===== src/rtl/axi_inf_read_state_core_if.sv =====
// AXI4 read-address and read-data channels between the read-burst core and the memory port.
interface axi_inf_read_state_core_if #(
    parameter int IDSIZE = 4,
    parameter int LSIZE  = 9,
    parameter int ASIZE  = 29,
    parameter int DSIZE  = 256
);
    logic [IDSIZE-1:0] axi_arid;
    logic [ASIZE-1:0]  axi_araddr;
    logic [LSIZE-1:0]  axi_arlen;
    logic [2:0]        axi_arsize;
    logic [1:0]        axi_arburst;
    logic              axi_arlock;
    logic [3:0]        axi_arcache;
    logic [2:0]        axi_arprot;
    logic [3:0]        axi_arqos;
    logic              axi_arvalid;
    logic              axi_arready;
    logic [IDSIZE-1:0] axi_rid;
    logic [DSIZE-1:0]  axi_rdata;
    logic [1:0]        axi_rresp;
    logic              axi_rlast;
    logic              axi_rvalid;
    logic              axi_rready;

    modport master (
        output axi_arid, axi_araddr, axi_arlen, axi_arsize, axi_arburst, axi_arlock,
               axi_arcache, axi_arprot, axi_arqos, axi_arvalid, axi_rready,
        input  axi_arready, axi_rid, axi_rdata, axi_rresp, axi_rlast, axi_rvalid
    );

    modport slave (
        input  axi_arid, axi_araddr, axi_arlen, axi_arsize, axi_arburst, axi_arlock,
               axi_arcache, axi_arprot, axi_arqos, axi_arvalid, axi_rready,
        output axi_arready, axi_rid, axi_rdata, axi_rresp, axi_rlast, axi_rvalid
    );
endinterface


===== src/rtl/axi_inf_read_state_core.sv =====
// Single-outstanding AXI4 read-burst engine: one AR per request, R beats forwarded to a FIFO,
// with burst-length / response checking and pend-chain serialisation against sibling masters.
module axi_inf_read_state_core #(
    parameter int IDSIZE = 4,
    parameter int ID     = 0,
    parameter int LSIZE  = 9,
    parameter int ASIZE  = 29,
    parameter int DSIZE  = 256
) (
    input  logic                 axi_aclk,
    input  logic                 axi_resetn,
    input  logic                 read_req,
    input  logic [LSIZE-1:0]     req_len,
    input  logic [ASIZE-1:0]     req_addr,
    output logic                 req_resp,
    output logic                 req_done,
    input  logic                 pend_in,
    output logic                 pend_out,
    axi_inf_read_state_core_if.master axi,
    input  logic                 fifo_almost_full,
    output logic [DSIZE-1:0]     odata,
    output logic                 odata_vld,
    output logic                 len_err,
    output logic                 resp_err
);
    localparam logic [2:0] AR_SIZE = 3'($clog2(DSIZE / 8));

    typedef enum logic [2:0] {IDLE, ADDR, DATA, DRAIN, DONE} state_t;

    state_t            state;
    logic              arvalid;
    logic [ASIZE-1:0]  araddr;
    logic [LSIZE-1:0]  arlen;
    logic [LSIZE-1:0]  cnt;
    logic              r_hs;
    logic              last_beat;

    assign axi.axi_arid    = IDSIZE'(ID);
    assign axi.axi_araddr  = araddr;
    assign axi.axi_arlen   = arlen;
    assign axi.axi_arsize  = AR_SIZE;
    assign axi.axi_arburst = 2'b01;
    assign axi.axi_arlock  = 1'b0;
    assign axi.axi_arcache = 4'b0011;
    assign axi.axi_arprot  = 3'b000;
    assign axi.axi_arqos   = 4'b0000;
    assign axi.axi_arvalid = arvalid;

    // DRAIN discards surplus beats, so it must not stall on the FIFO.
    assign axi.axi_rready = ((state == DATA) && !fifo_almost_full) || (state == DRAIN);
    assign r_hs           = axi.axi_rvalid && axi.axi_rready;
    assign last_beat      = (cnt == arlen);
    assign pend_out       = (state != IDLE);

    always_ff @(posedge axi_aclk) begin
        if (!axi_resetn) begin
            state     <= IDLE;
            arvalid   <= 1'b0;
            araddr    <= '0;
            arlen     <= '0;
            cnt       <= '0;
            odata     <= '0;
            odata_vld <= 1'b0;
            req_resp  <= 1'b0;
            req_done  <= 1'b0;
            len_err   <= 1'b0;
            resp_err  <= 1'b0;
        end else begin
            req_resp  <= 1'b0;
            req_done  <= 1'b0;
            odata_vld <= 1'b0;
            len_err   <= 1'b0;
            resp_err  <= 1'b0;
            case (state)
                IDLE: begin
                    if (read_req && !pend_in) begin
                        req_resp <= 1'b1;
                        // A zero-length request completes on the spot without touching the bus.
                        if (req_len == '0) begin
                            req_done <= 1'b1;
                        end else begin
                            araddr  <= req_addr;
                            arlen   <= req_len - 1'b1;
                            arvalid <= 1'b1;
                            state   <= ADDR;
                        end
                    end
                end
                ADDR: begin
                    if (axi.axi_arready) begin
                        arvalid <= 1'b0;
                        cnt     <= '0;
                        state   <= DATA;
                    end
                end
                DATA: begin
                    if (r_hs) begin
                        odata     <= axi.axi_rdata;
                        odata_vld <= 1'b1;
                        cnt       <= cnt + 1'b1;
                        resp_err  <= (axi.axi_rresp != 2'b00);
                        if (axi.axi_rlast) begin
                            len_err  <= !last_beat;
                            req_done <= 1'b1;
                            state    <= DONE;
                        end else if (last_beat) begin
                            len_err <= 1'b1;
                            state   <= DRAIN;
                        end
                    end
                end
                DRAIN: begin
                    if (r_hs) begin
                        resp_err <= (axi.axi_rresp != 2'b00);
                        if (axi.axi_rlast) begin
                            req_done <= 1'b1;
                            state    <= DONE;
                        end
                    end
                end
                DONE:    state <= IDLE;
                default: state <= IDLE;
            endcase
        end
    end
endmodule


===== src/flat_wrapper.sv =====
// flat-port wrapper written by rule: the top's interface ports become plain ports
module axi_inf_read_state_core_flat 
#(
    parameter int IDSIZE = 4,
    parameter int ID     = 0,
    parameter int LSIZE  = 9,
    parameter int ASIZE  = 29,
    parameter int DSIZE  = 256
)
  (axi_aclk, axi_resetn, read_req, req_len, req_addr, req_resp, req_done, pend_in, pend_out, fifo_almost_full, odata, odata_vld, len_err, resp_err, axi_axi_arid, axi_axi_araddr, axi_axi_arlen, axi_axi_arsize, axi_axi_arburst, axi_axi_arlock, axi_axi_arcache, axi_axi_arprot, axi_axi_arqos, axi_axi_arvalid, axi_axi_rready, axi_axi_arready, axi_axi_rid, axi_axi_rdata, axi_axi_rresp, axi_axi_rlast, axi_axi_rvalid);
  axi_inf_read_state_core_if #(.IDSIZE(IDSIZE), .LSIZE(LSIZE), .ASIZE(ASIZE), .DSIZE(DSIZE)) axi_i ();
  input  logic axi_aclk;
  input  logic axi_resetn;
  input  logic read_req;
  input  logic [LSIZE-1:0] req_len;
  input  logic [ASIZE-1:0] req_addr;
  output logic req_resp;
  output logic req_done;
  input  logic pend_in;
  output logic pend_out;
  input  logic fifo_almost_full;
  output logic [DSIZE-1:0] odata;
  output logic odata_vld;
  output logic len_err;
  output logic resp_err;
  output wire logic [$bits(axi_i.axi_arid)-1:0] axi_axi_arid;
  output wire logic [$bits(axi_i.axi_araddr)-1:0] axi_axi_araddr;
  output wire logic [$bits(axi_i.axi_arlen)-1:0] axi_axi_arlen;
  output wire logic [$bits(axi_i.axi_arsize)-1:0] axi_axi_arsize;
  output wire logic [$bits(axi_i.axi_arburst)-1:0] axi_axi_arburst;
  output wire logic [$bits(axi_i.axi_arlock)-1:0] axi_axi_arlock;
  output wire logic [$bits(axi_i.axi_arcache)-1:0] axi_axi_arcache;
  output wire logic [$bits(axi_i.axi_arprot)-1:0] axi_axi_arprot;
  output wire logic [$bits(axi_i.axi_arqos)-1:0] axi_axi_arqos;
  output wire logic [$bits(axi_i.axi_arvalid)-1:0] axi_axi_arvalid;
  output wire logic [$bits(axi_i.axi_rready)-1:0] axi_axi_rready;
  input wire logic [$bits(axi_i.axi_arready)-1:0] axi_axi_arready;
  input wire logic [$bits(axi_i.axi_rid)-1:0] axi_axi_rid;
  input wire logic [$bits(axi_i.axi_rdata)-1:0] axi_axi_rdata;
  input wire logic [$bits(axi_i.axi_rresp)-1:0] axi_axi_rresp;
  input wire logic [$bits(axi_i.axi_rlast)-1:0] axi_axi_rlast;
  input wire logic [$bits(axi_i.axi_rvalid)-1:0] axi_axi_rvalid;
  assign axi_axi_arid = axi_i.axi_arid;
  assign axi_axi_araddr = axi_i.axi_araddr;
  assign axi_axi_arlen = axi_i.axi_arlen;
  assign axi_axi_arsize = axi_i.axi_arsize;
  assign axi_axi_arburst = axi_i.axi_arburst;
  assign axi_axi_arlock = axi_i.axi_arlock;
  assign axi_axi_arcache = axi_i.axi_arcache;
  assign axi_axi_arprot = axi_i.axi_arprot;
  assign axi_axi_arqos = axi_i.axi_arqos;
  assign axi_axi_arvalid = axi_i.axi_arvalid;
  assign axi_axi_rready = axi_i.axi_rready;
  assign axi_i.axi_arready = axi_axi_arready;
  assign axi_i.axi_rid = axi_axi_rid;
  assign axi_i.axi_rdata = axi_axi_rdata;
  assign axi_i.axi_rresp = axi_axi_rresp;
  assign axi_i.axi_rlast = axi_axi_rlast;
  assign axi_i.axi_rvalid = axi_axi_rvalid;
  axi_inf_read_state_core #(.IDSIZE(IDSIZE), .ID(ID), .LSIZE(LSIZE), .ASIZE(ASIZE), .DSIZE(DSIZE)) u_core (.axi_aclk(axi_aclk), .axi_resetn(axi_resetn), .read_req(read_req), .req_len(req_len), .req_addr(req_addr), .req_resp(req_resp), .req_done(req_done), .pend_in(pend_in), .pend_out(pend_out), .axi(axi_i), .fifo_almost_full(fifo_almost_full), .odata(odata), .odata_vld(odata_vld), .len_err(len_err), .resp_err(resp_err));
endmodule

===== config.mk =====
export PLATFORM = sky130hd
export DESIGN_NAME = axi_inf_read_state_core_flat
export DESIGN_NICKNAME = d
export VERILOG_FILES = /design/src/rtl/axi_inf_read_state_core_if.sv /design/src/rtl/axi_inf_read_state_core.sv /design/src/flat_wrapper.sv
export SDC_FILE = /design/constraint.sdc
export NUM_CORES = 1
export LEC_CHECK = 0
export ABC_CLOCK_PERIOD_IN_PS = 1700
export BUFFER_PORTS_ARGS = -buffer_cell sky130_fd_sc_hd__buf_2
export CAP_MARGIN = 10
export CORE_AREA = 2 2 248 250
export CTS_BUF_LIST = sky130_fd_sc_hd__clkbuf_8
export DETAILED_ROUTE_END_ITERATION = 7
export DIE_AREA = 0 0 250 252
export GPL_TIMING_DRIVEN = 0
export PLACE_DENSITY = 0.54
export SYNTH_ARGS = -nofsm -noshare
export SYNTH_HDL_FRONTEND = slang
export SYNTH_SLANG_ARGS = --single-unit
export TNS_END_PERCENT = 5

===== constraint.sdc =====
create_clock -name axi_aclk -period 1.7 [get_ports axi_aclk]
set_input_delay 0.085 -clock axi_aclk [delete_from_list [all_inputs] [get_ports axi_aclk]]
set_output_delay 0.085 -clock axi_aclk [all_outputs]
set_load 0.005 [all_outputs]

==> results.md, run 1 <==
- Outcome: finished, violations left
- Violations in the final reports: setup timing
- Buffer depth of the longest clock path: 3
- Class of the tightest hold or removal check: in2reg
- Leakage power summed over all cells: 9.128 nW
- Max-slew violation count: 0
- Flops & latches, synth: 312
- Capture instance of the worst register-to-register path: u_core.odata[195]
- Type of the worst setup path: reg2reg
- Pwr dens: approximately 830 mW/mm^2
- Number of warnings printed during yosys synthesis: 0
- Hold slack final: between 70 and 80 ps
- Clock-pin transition on the worst setup and hold timing paths: roughly 60 ps
- TritonCTS clock tree: done
- Fraction of the cycle the final worst path needs: 105.6%
- Type of destination of the critical path: flip-flop
- Final worst setup slack: -94.48 ps
- Synth-to-Final Area Change: 84.49%
- Area leader, netlist: sky130_fd_sc_hd__dfxtp_1
- Clock latency of the later-clocked register in the worst-skew pair: between 600 and 700 ps
- Post-detailed-route DRC marker count: 0
- Effective utilization at floorplan: approximately a fifth
- Total gr overflow: 0
- Post-Route Utilization: between 30% and 40%
- Slew at the pin closest to its max-slew limit: between 800 and 900 ps
- Synth Instances: 1419
- Worst max-slew margin expressed relative to the limit: approximately 45%
- Final Hold Fails: 0
- Depth of the CTS H-tree: 2
- Main synth FF type: sky130_fd_sc_hd__dfxtp_1
- Leading post-synthesis cells by cell area: sky130_fd_sc_hd__dfxtp_1 (55%), sky130_fd_sc_hd__nand2_1 (19%), sky130_fd_sc_hd__a21oi_1 (13%)
- Worst vdd ir: 670.0 uV
- Setup-failing EPs final: 67
- Flop2flop setup slack: -90 ps
- I/O Buffers: 605
- Number of max-capacitance violations reported: 0
- Number of cell rows: 90
- Number of flops mapped to enable cells by yosys: 0
- Sequential element share of the synthesized area: between 50% and 60%
- Critical Path Sink: u_core.odata[195]
- Die extent in y: about 250 um
- Number of cells traversed by the worst register-to-register path: 9
- Vias in the first global route: approximately 13000
- I/O pins: between 600 and 700
- Antenna Violating Nets Remaining: 0
- X dimension of the die: around 250 um
- Number of buffers inserted during clock tree synthesis: 55
- Die area: between 0.06 and 0.07 mm^2
- Async SR Flop Fraction: 0%
- Fraction of layout cells with a size suffix above 1: about 37%
- Clk Tree Root Cell: sky130_fd_sc_hd__clkbuf_8
- Endpoint required time on the critical path: between 2000 and 2500 ps
- Drt via density: a little over 4
- Wire per inst: ~15 um
- Detailed-route wire length: around 49000 um
- Mapped Avg Cell Area: 7.980 um^2
- Startpoint type of the worst setup path: flip-flop
- Clock period minus worst slack: 1794 ps
- Syn Std Cell Area: between 0.01 and 0.015 mm^2
- Total Nets Final: around 2700
- Number of sinks on the clock net: between 300 and 400
- Via total after detailed routing: 13350
- Worst Setup SP: u_core.state[1]
- Synth cell types: 48
- Pin count of the biggest net entering global routing: 15
- Placed wire-length estimate after detailed placement: 34520 um
- Highest fanout seen on the critical path: 5
- Startpoint of the worst-slack reg-to-reg timing path: u_core.state[1]
- Worst path arrival time: 2330 ps
- Setup Skew: 11.83 ps
- Achievable clock frequency: between 500 and 600 MHz
- Global-route wire length before repair: slightly above 70000 um
- Final estimated routing congestion in global placement: 0.8398
- Floorplan core area: approximately 0.06 mm^2
- Area share of the largest cell type after synthesis: between 50 and 60%
- Number of iterations in the first detailed-routing pass: 5
- Initial DRC Count: around 610
- Overall fraction of global-route tracks in use: around 14%
- Antenna violations before repair: 2
- Setup repair after global routing missed its margin: yes
-- registers in the layout, summed over array words and instances (netlist names) --
register                count
u_core.axi.axi_arlen        9
u_core.state                3
u_core.odata              256
u_core.req_resp             1
u_core.len_err              1
u_core.cnt                  9
u_core.req_done             1
u_core.resp_err             1
u_core.odata_vld            1
u_core.axi.axi_araddr      29
u_core.axi.axi_arvalid      1
-- stage by stage --
step / cell area, um^2 / setup TNS (ps) / setup WS (ps) / cells / total power, W
CTS: 20180 / -3688 / -96.38 / 3248 / 0.01745
floorplan: 11390 / -965.0 / -76.06 / 1438 / 0.008279
detailed placement: 15400 / -213420 / -1035 / 2825 / 0.009039
global placement: 15400 / -212800 / -1053 / 2825 / 0.009039
finish: 20890 / -1908 / -94.48 / 3263 / 0.01733
global route: 20890 / -20140 / -197.7 / 3263 / 0.01806
-- what timing repair did --
item,4_1_cts,5_1_grt
gates cloned,2,8
endpoints found under the hold margin,310,0
endpoints found under the setup margin,303,304
pin swaps,8,22
resized for setup,116,132
hold buffers,310,0
buffers inserted,14,6
-- power by group --
| group | switching, W | internal (W) |
|---|---|---|
| Clock | 0.00324 | 0.00443 |
| Combinational | 0.000913 | 0.00118 |
| Sequential | 0.000103 | 0.00747 |
-- cells in the mapped netlist, drive strengths merged, types with 3 or more instances --
library cell    n
a22oi           3
nand3           3
nor4            3
nor3            3
nand2b          3
xnor2          11
xor2            9
a211oi         10
buf            57
inv             6
nand4           3
clkbuf         64
nand2         581
ha              3
a21oi         290
nor3b           4
o31ai           3
dfxtp         312
nor2           22
-- cell type report --
class,count,area (um^2)
Fill cell,6226,39240
Antenna cell,2,5.005
Inverter,6,22.52
Clock inverter,19,135.1
Multi-Input combinational cell,999,4891
Timing Repair Buffer,945,6548
Sequential cell,312,6250
Clock buffer,80,1101
Buffer,118,959.7
Tap cell,782,978.4
-- critical path, cell delays in order (launching register included) --
cell                        delay (ps)
sky130_fd_sc_hd__dfxtp_2           340
sky130_fd_sc_hd__buf_6             110
sky130_fd_sc_hd__or3b_4            390
sky130_fd_sc_hd__nor2_4            110
sky130_fd_sc_hd__buf_6             140
sky130_fd_sc_hd__buf_6             130
sky130_fd_sc_hd__clkbuf_16         140
sky130_fd_sc_hd__buf_8             110
sky130_fd_sc_hd__nand2_1            90
sky130_fd_sc_hd__a21oi_2           140
-- placed cells by master (no fill, tap or decap), drive strengths merged, types with 4 or more instances in the layout --
cell type and n:
xnor2 11, nand2 581, nor3b 4, dfxtp 312, clkbuf 144, a211oi 10
nor2 22, dlygate4sd3 309, conb 21, a21oi 290, buf 689, xor2 9
inv 20
-- worst min path at each step --
stage                           startpoint                       to  slack (ps)  cells after the start
after floorplan                 req_len[0]  u_core.axi.axi_arlen[0]         180                      1
after global placement    axi_axi_rresp[0]          u_core.resp_err         290                      2
after detailed placement  axi_axi_rresp[0]          u_core.resp_err         290                      2
after CTS                       axi_resetn          u_core.state[0]          50                      5
after global routing            axi_resetn          u_core.state[0]          80                      5
final                           axi_resetn          u_core.state[0]          80                      5
-- cell families (layout without fill, tap and decap cells) --
family	after synthesis	count (layout)	share of synthesized area (%)
AND/OR/NAND/NOR	638	638	22.35
AO/OA/AOI/OAI	316	316	14.82
flip-flops	312	312	55.16
buffers and inverters	127	1168	5.635
XOR/XNOR	20	20	1.547
adder cells (fa/ha/maj)	3	3	0.3315
other	2	23	0.06632
multiplexers	1	1	0.08840
-- routing by layer --
metal | track usage, % | vias to the layer above | routed length, um
met5 | 0 | - | 0
met4 | 6.553 | 0 | 1931
met3 | 3.879 | 117 | 3518
met2 | 25.41 | 536 | 24130
met1 | 16.09 | 6083 | 19860
li1 | - | 6617 | -
Power figures use the tool's default switching activity.
==> run 2, diff against run 1 <==
--- a/config.mk
+++ b/config.mk
@@ -5,15 +5,14 @@
 export SDC_FILE = /design/constraint.sdc
 export NUM_CORES = 1
 export LEC_CHECK = 0
-export ABC_CLOCK_PERIOD_IN_PS = 1700
+export ABC_CLOCK_PERIOD_IN_PS = 2300
 export BUFFER_PORTS_ARGS = -buffer_cell sky130_fd_sc_hd__buf_2
-export CAP_MARGIN = 10
-export CORE_AREA = 2 2 248 250
+export CAP_MARGIN = 20
+export CORE_AREA = 2 2 247 249
 export CTS_BUF_LIST = sky130_fd_sc_hd__clkbuf_8
 export DETAILED_ROUTE_END_ITERATION = 7
-export DIE_AREA = 0 0 250 252
-export GPL_TIMING_DRIVEN = 0
-export PLACE_DENSITY = 0.54
+export DIE_AREA = 0 0 249 251
+export PLACE_DENSITY = 0.53
 export SYNTH_ARGS = -nofsm -noshare
 export SYNTH_HDL_FRONTEND = slang
 export SYNTH_SLANG_ARGS = --single-unit
==> constraint.sdc (replaced) <==
create_clock -name axi_aclk -period 2.3 [get_ports axi_aclk]
set_input_delay 0.115 -clock axi_aclk [delete_from_list [all_inputs] [get_ports axi_aclk]]
set_output_delay 0.115 -clock axi_aclk [all_outputs]
set_load 0.005 [all_outputs]
==> run 2 against run 1 <==
Register-to-register slack gained 280 ps; final area shrank 6.9%; fmax shrank 15%; count of clock-buffer cells in the layout shrank 7; highest routed layer unchanged; worst setup slack gained 280 ps; sequential share of layout area grew 2.2 points; largest power group is now sequential cells; first-iteration DRC count shrank 0.16%; final cell count shrank 3.5%; the flow now finishes without violations; sequential cell count is the same; clock power shrank 30%; critical path type unchanged.
==> results.md, run 2 (synthesis results as in run 1) <==
- Buffer depth of the longest clock path: 3
- Crit path cell chain: buf_4 -> or3_4 -> a311oi_4 -> buf_6 -> a22oi_1 -> dlygate4sd3_1
- Number of filler instances in the final layout: 6165
- Number of max-capacitance violations reported: 0
- Clock-pin transition on the worst setup and hold timing paths: roughly 60 ps
- Number of cells traversed by the worst register-to-register path: 6
- Setup-failing EPs final: 0
- Drt via density: ~4.1
- Placed wire-length estimate after detailed placement: ~28000 um
- Number of buffers inserted during clock tree synthesis: 55
- Depth of the CTS H-tree: 2
- Endpoint required time on the critical path: around 2800 ps
- Internal power component: a little over 0.009 W
- Most frequent cells in the layout: sky130_fd_sc_hd__buf_2 (606), sky130_fd_sc_hd__nand2_1 (581), sky130_fd_sc_hd__dfxtp_1 (312)
- Worst Setup Slack post-DPL: roughly 260 ps
- Pin count of the biggest net entering global routing: 110
- Switching share of power: approximately 24%
- Slew at the pin closest to its max-slew limit: about 520 ps
- Worst max-slew margin expressed relative to the limit: between 60% and 70%
- Antenna Violating Nets Remaining: 0
- Fraction of layout cells with a size suffix above 1: between 30% and 40%
- Leakage power summed over all cells: between 8 and 9 nW
- Clock period minus worst slack: approximately 2100 ps
- TritonCTS clock tree: done
- Worst vdd ir: 465.7 uV
- Clk Tree Root Cell: sky130_fd_sc_hd__clkbuf_8
- Die area: roughly 0.062 mm^2
- Setup Skew: around 15 ps
- Total negative setup slack: 0 ps
- Number of flip-flops under the largest register name: between 200 and 300
- I/O pins: between 600 and 700
- Global-route wire length before repair: approximately 65000 um
- Type of destination of the critical path: flip-flop
- X dimension of the die: between 200 and 250 um
- Wire per inst: roughly 13 um
- Vias in the first global route: around 13000
- Number of cell rows: 90
- Worst path arrival time: ~2600 ps
- Type of the worst setup path: reg2reg
- Number of cells on the worst hold path: 3
- Number of iterations in the first detailed-routing pass: 5
- Outcome: finished clean
- Slowest cell delay on critical path: roughly 550 ps
- Highest fanout seen on the critical path: 9
- Startpoint type of the worst setup path: flip-flop
- Number of sinks on the clock net: approximately 310
- Combinational share of power: 10.9%
- Clock latency of the later-clocked register in the worst-skew pair: 600 ps
- Via total after detailed routing: between 10000 and 15000
- Floorplan core area: between 0.05 and 0.06 mm^2
- Total gr overflow: 0
- Hold slack final: ~70 ps
- Crit-path slowest cell: sky130_fd_sc_hd__dlygate4sd3_1
- Initial DRC Count: 610
- Sequential share of power: between 40% and 50%
- Effective utilization at floorplan: 18.94%
- Max-slew violation count: 0
- Antenna violations before repair: 2
- Setup repair after global routing missed its margin: no
- Overall fraction of global-route tracks in use: around an eighth
- I/O Buffers: slightly above 600
- Final worst setup slack: ~190 ps
- Achievable clock frequency: about 470 MHz
- Detailed-route wire length: about 42000 um
- Pwr dens: 629.9 mW/mm^2
- Register name with the most flops: u_core.odata
- Final Hold Fails: 0
- Class of the tightest hold or removal check: in2reg
- Most common library cell in the layout ignoring fill and taps: sky130_fd_sc_hd__buf_2
- Post-detailed-route DRC marker count: 0
- Synth-to-Final Area Change: 71.85%
- Total Nets Final: ~2600
- Fraction of the cycle the final worst path needs: 91.86%
- Switching power: between 0.002 and 0.003 W
- Fraction of power consumed by the clock network: a little over two fifths
- Post-Route Utilization: about 33%
- Die extent in y: around 250 um
- Final estimated routing congestion in global placement: just under 0.9
run 2: changes by cell type in the layout (fill, tap and decap cells not counted), sizes merged:
cell          previous run  this run
buf                    689       642
clkbuf                 144        73
clkinv                   2         7
clkinvlp                 1         0
dlygate4sd3            309       308
dlymetal6s4s             1         0
inv                     20        21
run 2: per-layer routing:
layer	vias up	wire length (um)	track usage, %
met5	-	0	0
met4	0	1564	5.957
met3	105	3028	3.448
met2	503	21330	22.87
met1	5958	16580	13.95
li1	6368	-	-
run 2: timing repair:
action                                 in CTS  in global routing
gates resized for setup                     0                  2
setup endpoints to repair                   0                  1
buffers inserted                            0                  3
endpoints found under the hold margin     310                  0
hold buffers                              308                  0
run 2: worst paths after layout:
kind | start | slack [ps] | to
max reg2reg | u_core.state[2] | 190 | u_core.axi.axi_arlen[8]
min | read_req | 70 | u_core.req_resp
max | u_core.state[2] | 190 | u_core.axi.axi_arlen[8]
min reg2reg | u_core.odata[235] | 450 | u_core.odata[235]
run 2: metrics by stage:
stage / area, um^2 / total power (W) / std cells
after floorplan: 11390 / 0.006119 / 1438
after global placement: 15180 / 0.006595 / 2737
after detailed placement: 15180 / 0.006609 / 2737
after CTS: 19420 / 0.01247 / 3142
after global routing: 19460 / 0.01284 / 3148
final: 19460 / 0.01226 / 3148
run 2: layout make-up:
cell class	instances	area, um^2	area share (%)
repair buffers	950	6515	33.48
diodes	2	5.005	0.02572
well taps	782	978.4	5.028
flip-flops and latches	312	6246	32.10
clock buffers	73	1005	5.163
multi-input cells	999	4528	23.27
clock inverters	24	151.4	0.7780
inverters	6	30.03	0.1543
run 2: power by group through the flow:
stage / Clock (W) / Sequential (W) / Combinational [W]
floorplan: 0 / 0.00570 / 0.000416
global placement: 0 / 0.00570 / 0.000893
detailed placement: 0 / 0.00571 / 0.000902
CTS: 0.00556 / 0.00559 / 0.00132
global route: 0.00579 / 0.00560 / 0.00145
finish: 0.00533 / 0.00559 / 0.00133
run 2: critical path, delay by kind of cell (launching register included):
kind / cells / cell delay, ps
AOI/OAI and AO/OA: 2 / 390
and+or+nand+nor: 1 / 440
DFF: 1 / 320
buffers and inverters: 3 / 860
